==> config.mk <==
export PLATFORM = sky130hd
export DESIGN_NAME = alu_core
export DESIGN_NICKNAME = d
export VERILOG_FILES = /design/src/rtl/alu_core.sv
export SDC_FILE = /design/constraint.sdc
export NUM_CORES = 1
export LEC_CHECK = 0
export ABC_AREA = 1
export BUFFER_PORTS_ARGS = -buffer_cell sky130_fd_sc_hd__clkbuf_2
export CORE_MARGIN = 1
export CORE_UTILIZATION = 49
export DETAILED_ROUTE_END_ITERATION = 10
export PLACE_DENSITY_LB_ADDON = 0.3
export RECOVER_POWER = 50
export SLEW_MARGIN = 10
export SYNTH_ARGS = -nofsm -noshare
export SYNTH_HDL_FRONTEND = slang
export SYNTH_SLANG_ARGS = --single-unit
==> constraint.sdc <==
create_clock -name vclk -period 3.2
set_input_delay 0 -clock vclk [all_inputs]
set_output_delay 0 -clock vclk [all_outputs]
set_load 0.01 [all_outputs]
==> src/rtl/alu_core.sv <==
// ---------------------------------------------------------------------------
// Module  : alu_core
// Purpose : 32-bit integer ALU for the execute stage. Performs add, sub, and,
//           or, xor and three shifts selected by i_ctrl. It also produces
//           zero, signed-less-than and unsigned-less-than flags, which branch
//           resolution uses.
//
// Build option:
//   ALU_OUTREG_EN  When defined, all outputs are registered on posedge i_clk
//                  (1-cycle latency) and cleared by i_rst. When undefined
//                  (default), the ALU is purely combinational and i_clk and
//                  i_rst are unused.
//
// Ports:
//   i_clk   in   1      clock (registered build only)
//   i_rst   in   1      asynchronous active-high reset (registered build only)
//   i_1     in   WIDTH  operand A (rs1)
//   i_2     in   WIDTH  operand B (rs2/imm); low $clog2(WIDTH) bits = shift amount
//   i_ctrl  in   3      operation select
//   o_1     out  WIDTH  result
//   o_zero  out  1      result is zero
//   o_neg   out  1      signed i_1 < i_2
//   o_negU  out  1      unsigned i_1 < i_2
// ---------------------------------------------------------------------------
module alu_core #(
   parameter int WIDTH = 32
) (
   input  logic             i_clk,
   input  logic             i_rst,
   input  logic [WIDTH-1:0] i_1,
   input  logic [WIDTH-1:0] i_2,
   input  logic [2:0]       i_ctrl,
   output logic [WIDTH-1:0] o_1,
   output logic             o_zero,
   output logic             o_neg,
   output logic             o_negU
);

   localparam int SHW = $clog2(WIDTH);

   typedef enum logic [2:0] {
      OP_ADD = 3'b000,
      OP_SUB = 3'b001,
      OP_AND = 3'b010,
      OP_OR  = 3'b011,
      OP_XOR = 3'b100,
      OP_SRA = 3'b101,
      OP_SRL = 3'b110,
      OP_SLL = 3'b111
   } aluOp_t;

   logic [SHW-1:0] w_shamt;
   logic [WIDTH:0] w_diff;
   logic           w_overflow;
   logic [WIDTH-1:0] w_result;
   logic           w_zero;
   logic           w_neg;
   logic           w_negU;

   assign w_shamt = i_2[SHW-1:0];

   // One (WIDTH+1)-bit subtract feeds both compare flags. The extra top bit is
   // the borrow, which is exactly the unsigned less-than. For the signed compare,
   // the sign of the difference is wrong whenever the subtract overflows. That
   // happens when the operands have opposite signs and the result sign differs
   // from i_1. XOR-ing with that overflow flag corrects extremes such as
   // 0x80000000 vs 0x7FFFFFFF.
   assign w_diff     = {1'b0, i_1} - {1'b0, i_2};
   assign w_overflow = (i_1[WIDTH-1] ^ i_2[WIDTH-1]) & (w_diff[WIDTH-1] ^ i_1[WIDTH-1]);
   assign w_negU     = w_diff[WIDTH];
   assign w_neg      = w_diff[WIDTH-1] ^ w_overflow;

   // Operation decode. Every code is defined. The subtract reuses the low bits
   // of the shared difference so there is only one subtractor.
   always_comb begin
      w_result = '0;
      case (aluOp_t'(i_ctrl))
         OP_ADD:  w_result = i_1 + i_2;
         OP_SUB:  w_result = w_diff[WIDTH-1:0];
         OP_AND:  w_result = i_1 & i_2;
         OP_OR:   w_result = i_1 | i_2;
         OP_XOR:  w_result = i_1 ^ i_2;
         OP_SRA:  w_result = $signed(i_1) >>> w_shamt;
         OP_SRL:  w_result = i_1 >> w_shamt;
         OP_SLL:  w_result = i_1 << w_shamt;
         default: w_result = '0;
      endcase
   end

   assign w_zero = (w_result == '0);

`ifdef ALU_OUTREG_EN
   logic [WIDTH-1:0] r_result;
   logic             r_zero;
   logic             r_neg;
   logic             r_negU;

   // Output register stage. Reset forces a clean "zero result" state
   // immediately, discarding whatever was about to be captured.
   always_ff @(posedge i_clk or posedge i_rst) begin
      if (i_rst) begin
         r_result <= '0;
         r_zero   <= 1'b1;
         r_neg    <= 1'b0;
         r_negU   <= 1'b0;
      end else begin
         r_result <= w_result;
         r_zero   <= w_zero;
         r_neg    <= w_neg;
         r_negU   <= w_negU;
      end
   end

   assign o_1    = r_result;
   assign o_zero = r_zero;
   assign o_neg  = r_neg;
   assign o_negU = r_negU;
`else
   // In the combinational build the clock and reset ports exist only for a
   // uniform interface. Folding them into an unused net keeps them
   // intentionally dangling.
   logic w_unused;
   assign w_unused = ^{i_clk, i_rst};

   assign o_1    = w_result;
   assign o_zero = w_zero;
   assign o_neg  = w_neg;
   assign o_negU = w_negU;
`endif

endmodule

==> metrics.txt, run 1 <==
syn avg cell area=~4.8 µm²; first-pass GRT wire length=about 75000 µm; CP max-delay cell=nor3_2; CP required=around 3200 ps; Crit path largest cell delay=between 400 and 500 ps; most frequent cells in the layout=735 x nand2_1, 452 x nand3_1, 276 x inv_1; clock buffers=0; vias in the first global route=between 10000 and 15000; outcome=complete, but fails checks; ratio of cells with drive above 1 in the final layout=0.163; maxcap violations=0; Final nets=2458; switch share=0.671; Top Ports=between 100 and 150; RSZ-0062 raised after global routing=true; Max VDD drop=roughly 0.11 mV; hold crit path type=in -> out; Detailed Route WL=50600 µm; area delta synth->final=16.8%; grt peak-use layer=met2; DP Wirelength=between 40000 and 50000 µm; Syn Nets=~2300; # diodes=0; fill count=2244; part of the power in the clock network=0; CORE AREA=slightly above 20000 µm²; synth unique cells=43; vias post-DR=15000; All-Layer GR Usage=0.448; yosys warns=0; Critical Path End Type=output pin; met2 GRT Util=0.693; Vias per Instance=a little under 6; Initial Util=0.507; Final ANT Viol Nets=0; sequential group share of total power=0; initial antenna violation count=0; FP Rows=between 50 and 60; GP Congestion=around 1.1; hold-critical path endpoint=o_neg; Sum Neg Setup Slack=-23.1 ps; Die Footprint=~22000 µm²; Sequential Area=0 µm²; PwrDens=~190 nW/µm²; GR met1 Demand/Resource=0.615; crit path kind=in -> out; Int Power=between 0.7 and 0.8 mW; Logic pwr share=1.000; Post-Syn Instances=2174; Port Buf Inserts=~100; CP startpoint=i_1[21]; met3 Use GR=0.0580; Critical Path AT=between 3000 and 4000 ps; cts hold-fix bufs=0; register area share after synthesis=0; Residual DRC=0; most common cell after layout, fill and taps aside=nand2_1; post-route setup slack=-23.1 ps; switching power=between 1.5 and 2 mW; final hold vios=0; Final Max Slew Viols=0; Hold Path Depth=4; Seq cells=0; Slew @ Worst Pin=a little under 1000 ps; Tmin final=about 3200 ps; failing checks=negative setup slack; Die X-Extent=about 150 µm; Design Power=2.31 mW; grt ovf=0; Worst setup SP type=input port; Rel. slew slack=0.342; Chip Height=148 µm; synthesized cell area=between 10000 and 15000 µm²; leakage=about 7 nW; drt wl/cell=19.8 µm; hold_sp=i_2[31]; largest net degree at the start of global routing=between 70 and 80; Max FO, Critical Path=9; maximum clock rate=about 310 MHz; Iter 0 DRT Violations=1982; final setup violation count=1; drt pass-1 iters=6; critical-path cell list=clkbuf_2, inv_1, ha_1, buf_4, nor2_1, nand2_1, nor3_2, nand3_1, nand3_1, nand2_1, nand3_1, nand3_1, nor2_1, nand2_1, nor2_1, nand2_1, nor2_2, buf_2; period utilisation layout=1.01
-- power groups by stage --
| stage | sequential (mW) | clock, mW | combinational, mW |
|---|---|---|---|
| floorplan | 0 | 0 | 1.32 |
| global placement | 0 | 0 | 2.07 |
| detailed placement | 0 | 0 | 2.09 |
| CTS | 0 | 0 | 2.12 |
| global route | 0 | 0 | 2.49 |
| finish | 0 | 0 | 2.31 |
-- critical path: cells and delay by family --
family                   cells  cell delay, ps
buffers and inverters        4             590
AND/OR/NAND/NOR             13            2280
adder cells (fa/ha/maj)      1             350
-- per-layer routing --
layer / routed length, µm / part of all wire
met2: 21200 / 0.42
met1: 20300 / 0.40
met4: 2960 / 0.059
met5: 0 / 0
met3: 6030 / 0.12
-- final cells by class --
class	instances	area [µm²]	area share
Tap cell	270	338	0.0278
Inverter	327	1240	0.102
Timing Repair Buffer	215	1430	0.118
Multi-Input combinational cell	1745	9140	0.753
-- stage by stage --
| step | std cells | area [µm²] | hold slack (ps) | util | setup slack, ps |
|---|---|---|---|---|---|
| 6_report | 2557 | 12100 | 541 | 0.593 | -23.1 |
| 5_1_grt | 2557 | 12100 | 559 | 0.593 | -144 |
| 4_1_cts | 2553 | 11600 | 548 | 0.567 | 12.1 |
| 3_5_place_dp | 2552 | 11500 | 546 | 0.562 | -176 |
| 3_3_place_gp | 2552 | 11500 | 528 | 0.562 | -104 |
| 2_1_floorplan | 2174 | 10400 | 178 | - | 30.3 |
-- cell usage after synthesis, types with 3 or more instances --
cell | count | area share
inv_2 | 14 | 0.0051
o21ai_1 | 14 | 0.0067
o21ai_0 | 28 | 0.013
buf_2 | 52 | 0.025
nand2_1 | 759 | 0.27
fa_1 | 3 | 0.0058
a221oi_2 | 4 | 0.0058
buf_6 | 7 | 0.0076
nor3_1 | 15 | 0.0072
ha_1 | 97 | 0.12
clkinv_1 | 3 | 0.0011
inv_1 | 309 | 0.11
a21boi_0 | 3 | 0.0022
o211ai_1 | 11 | 0.0079
nand3b_1 | 5 | 0.0036
nand4_1 | 31 | 0.019
buf_4 | 12 | 0.0087
o2111ai_1 | 4 | 0.0034
nor2_1 | 183 | 0.066
a21oi_1 | 73 | 0.035
o22ai_1 | 8 | 0.0048
and2_1 | 8 | 0.0048
nand2_2 | 8 | 0.0048
o221ai_1 | 5 | 0.0042
clkbuf_1 | 21 | 0.0076
xor2_1 | 6 | 0.0051
o21bai_1 | 4 | 0.0029
buf_1 | 8 | 0.0029
nand3_2 | 5 | 0.0048
or2_2 | 4 | 0.0024
nand3_1 | 455 | 0.22
-- cells by family after synthesis --
group / Yosys count / share of synthesized area
adders and majority gates: 100 / 0.123
AOI/OAI and AO/OA: 160 / 0.0912
buffers and inverters: 429 / 0.171
and+or+nand+nor: 1479 / 0.610
xor gates and xnor gates: 6 / 0.00505
-- what timing repair did --
action	CTS	global route
setup endpoints to repair	1	1
gates resized for setup	14	157
gates cloned	0	0
setup buffers	1	4
pin swaps	0	39
-- worst max-delay path by stage --
stage	endpoint	slack, ps	cells past startpoint
after floorplan	o_zero	30	27
after detailed placement	o_zero	-180	26
final	o_zero	-20	18
after global placement	o_zero	-100	26
after global routing	o_zero	-140	26
after CTS	o_zero	10	24
Note: power is estimated with default switching activity, not from simulation.
==> run 2: changes to the inputs <==
CORE_UTILIZATION = 58   (was 49)
SETUP_SLACK_MARGIN = 0.5   (was not set)
==> run 2 against run 1 <==
Compared with the run above:
- non-clock buffer count rose by 21
- global-route usage up 7.6 points
- utilization grew 11 points
- flip-flop and latch count unchanged
- die area decreased by 15%
- sequential share of layout area unchanged
- critical endpoint unchanged
- first-iteration DRC count is 39% higher
- maximum frequency up 1.4%
- combinational power increased by 2%
- worst setup slack improved by 44 ps
- via count increased by 6.1%
- power increased by 1.7%
- the flow now finishes without violations
==> metrics.txt, run 2 (same netlist as run 1, synthesis figures left out) <==
outcome=complete, no violations; Critical Path AT=3180 ps (-40 ps); first-pass GRT wire length=73800 µm (-1.4%); drt pass-1 iters=8 (+2); Residual DRC=0 (unchanged); Crit path largest cell delay=210 ps (-230 ps); All-Layer GR Usage=0.524 (+0.0761); Chip Height=136 µm (-8.0%); period utilisation layout=0.993 (-0.0137); ratio of cells with drive above 1 in the final layout=0.166 (+0.00372); Rel. slew slack=0.157 (-0.185); initial antenna violation count=0 (unchanged); Final nets=2479 (+0.85%); hold-critical path endpoint=o_neg; most frequent cells in the layout=733 x nand2_1, 450 x nand3_1, 284 x inv_1; Sequential Area=0 µm² (unchanged); Die X-Extent=136 µm (-8.0%); Vias per Instance=6.29 (+7.1%); RSZ-0062 raised after global routing=true; Critical Path End Type=output pin; CP required=3200 ps (about the same); cts hold-fix bufs=0 (unchanged); clock buffers=0 (unchanged); DP Wirelength=38900 µm (-7.0%); CP startpoint=i_2[8]; crit path kind=in -> out; Iter 0 DRT Violations=2763 (+39%); Port Buf Inserts=102 (unchanged); hold crit path type=in -> out; most common cell after layout, fill and taps aside=nand2_1; final hold vios=0 (unchanged); grt ovf=0 (unchanged); Final Util=0.707 (+0.114); Top Ports=104 (unchanged); leakage=7.12 nW (+1.9%); Max FO, Critical Path=4 (-5); CP dominant cell by count=buf_4; Design Power=2.35 mW (+1.7%); vias post-DR=15900 (+6.1%); Final Max Slew Viols=0 (unchanged); final setup violation count=0 (-1); Detailed Route WL=50100 µm (-0.90%); Hold Path Depth=4 (unchanged); maxcap violations=0 (unchanged); vias in the first global route=13600 (+3.8%); GP Congestion=1.11 (+4.1%); largest net degree at the start of global routing=76 (unchanged); CORE AREA=17400 µm² (-15%); area delta synth->final=18.4%; Slew @ Worst Pin=1260 ps (+277 ps); Worst setup SP type=input port; hold_sp=i_2[31]; CP max-delay cell=ha_4; FP Rows=48 (-7.7%); Die Footprint=18500 µm² (-15%); Final ANT Viol Nets=0 (unchanged); PwrDens=191 nW/µm² (+0.42%); drt wl/cell=19.8 µm (about the same); Initial Util=0.597 (+0.0897); maximum clock rate=315 MHz (+1.4%); Max VDD drop=0.161 mV (+50%); Seq cells=0 (unchanged); Tmin final=3180 ps (-43.9 ps)
run 2: cell types whose count changed in the layout (fill, tap and decap cells not counted), moves of 4 or more:
cell,previous run,this run
buf_4,116,129
clkbuf_8,0,4
ha_1,69,75
inv_1,276,284
inv_2,45,36
nor2_2,11,16
run 2: worst max-delay path by stage:
stage	cells past startpoint	endpoint
floorplan	27	o_zero
global placement	26	o_zero
detailed placement	26	o_zero
CTS	26	o_zero
global route	25	o_zero
finish	29	o_zero
run 2: where the power goes:
part,internal [mW],total [mW],switching [mW]
registers,0,0,0
clock network,0.0000000521,0.0000000521,0
logic,0.778,2.35,1.57
total,0.778,2.35,1.57
run 2: critical path, delay by kind of cell:
family	cells	cell delay (ps)
AND/OR/NAND/NOR	14	1300
buffers and inverters	14	1670
adder cells (fa/ha/maj)	1	210
run 2: per-stage QoR:
step                cell area (µm²)  setup WS [ps]  instances  hold WS [ps]  setup TNS (ps)
global placement              11400           81.4       2492           501               0
CTS                           12000            250       2525           514               0
global route                  12300           -121       2533           551            -121
finish                        12300           20.8       2534           543               0
detailed placement            11400           18.8       2492           512               0
floorplan                     10500            316       2174           178               0
run 2: layout make-up:
type	count	area (µm²)
Antenna cell	1	2.50
Fill cell	1712	5110
Inverter	327	1250
Multi-Input combinational cell	1745	9100
Tap cell	225	282
Timing Repair Buffer	236	1670
run 2: per-layer routing:
metal	track usage	share of wire	wire length, µm
met1	0.682	0.36	18200
met2	0.757	0.39	19400
met3	0.131	0.16	7920
met4	0.351	0.092	4600
met5	0	0	0
run 2: what timing repair did:
action,in CTS,in global routing
pin swaps,19,28
endpoints found under the setup margin,2,5
gates resized for setup,80,64
setup buffers,33,8
endpoints found under the hold margin,0,0
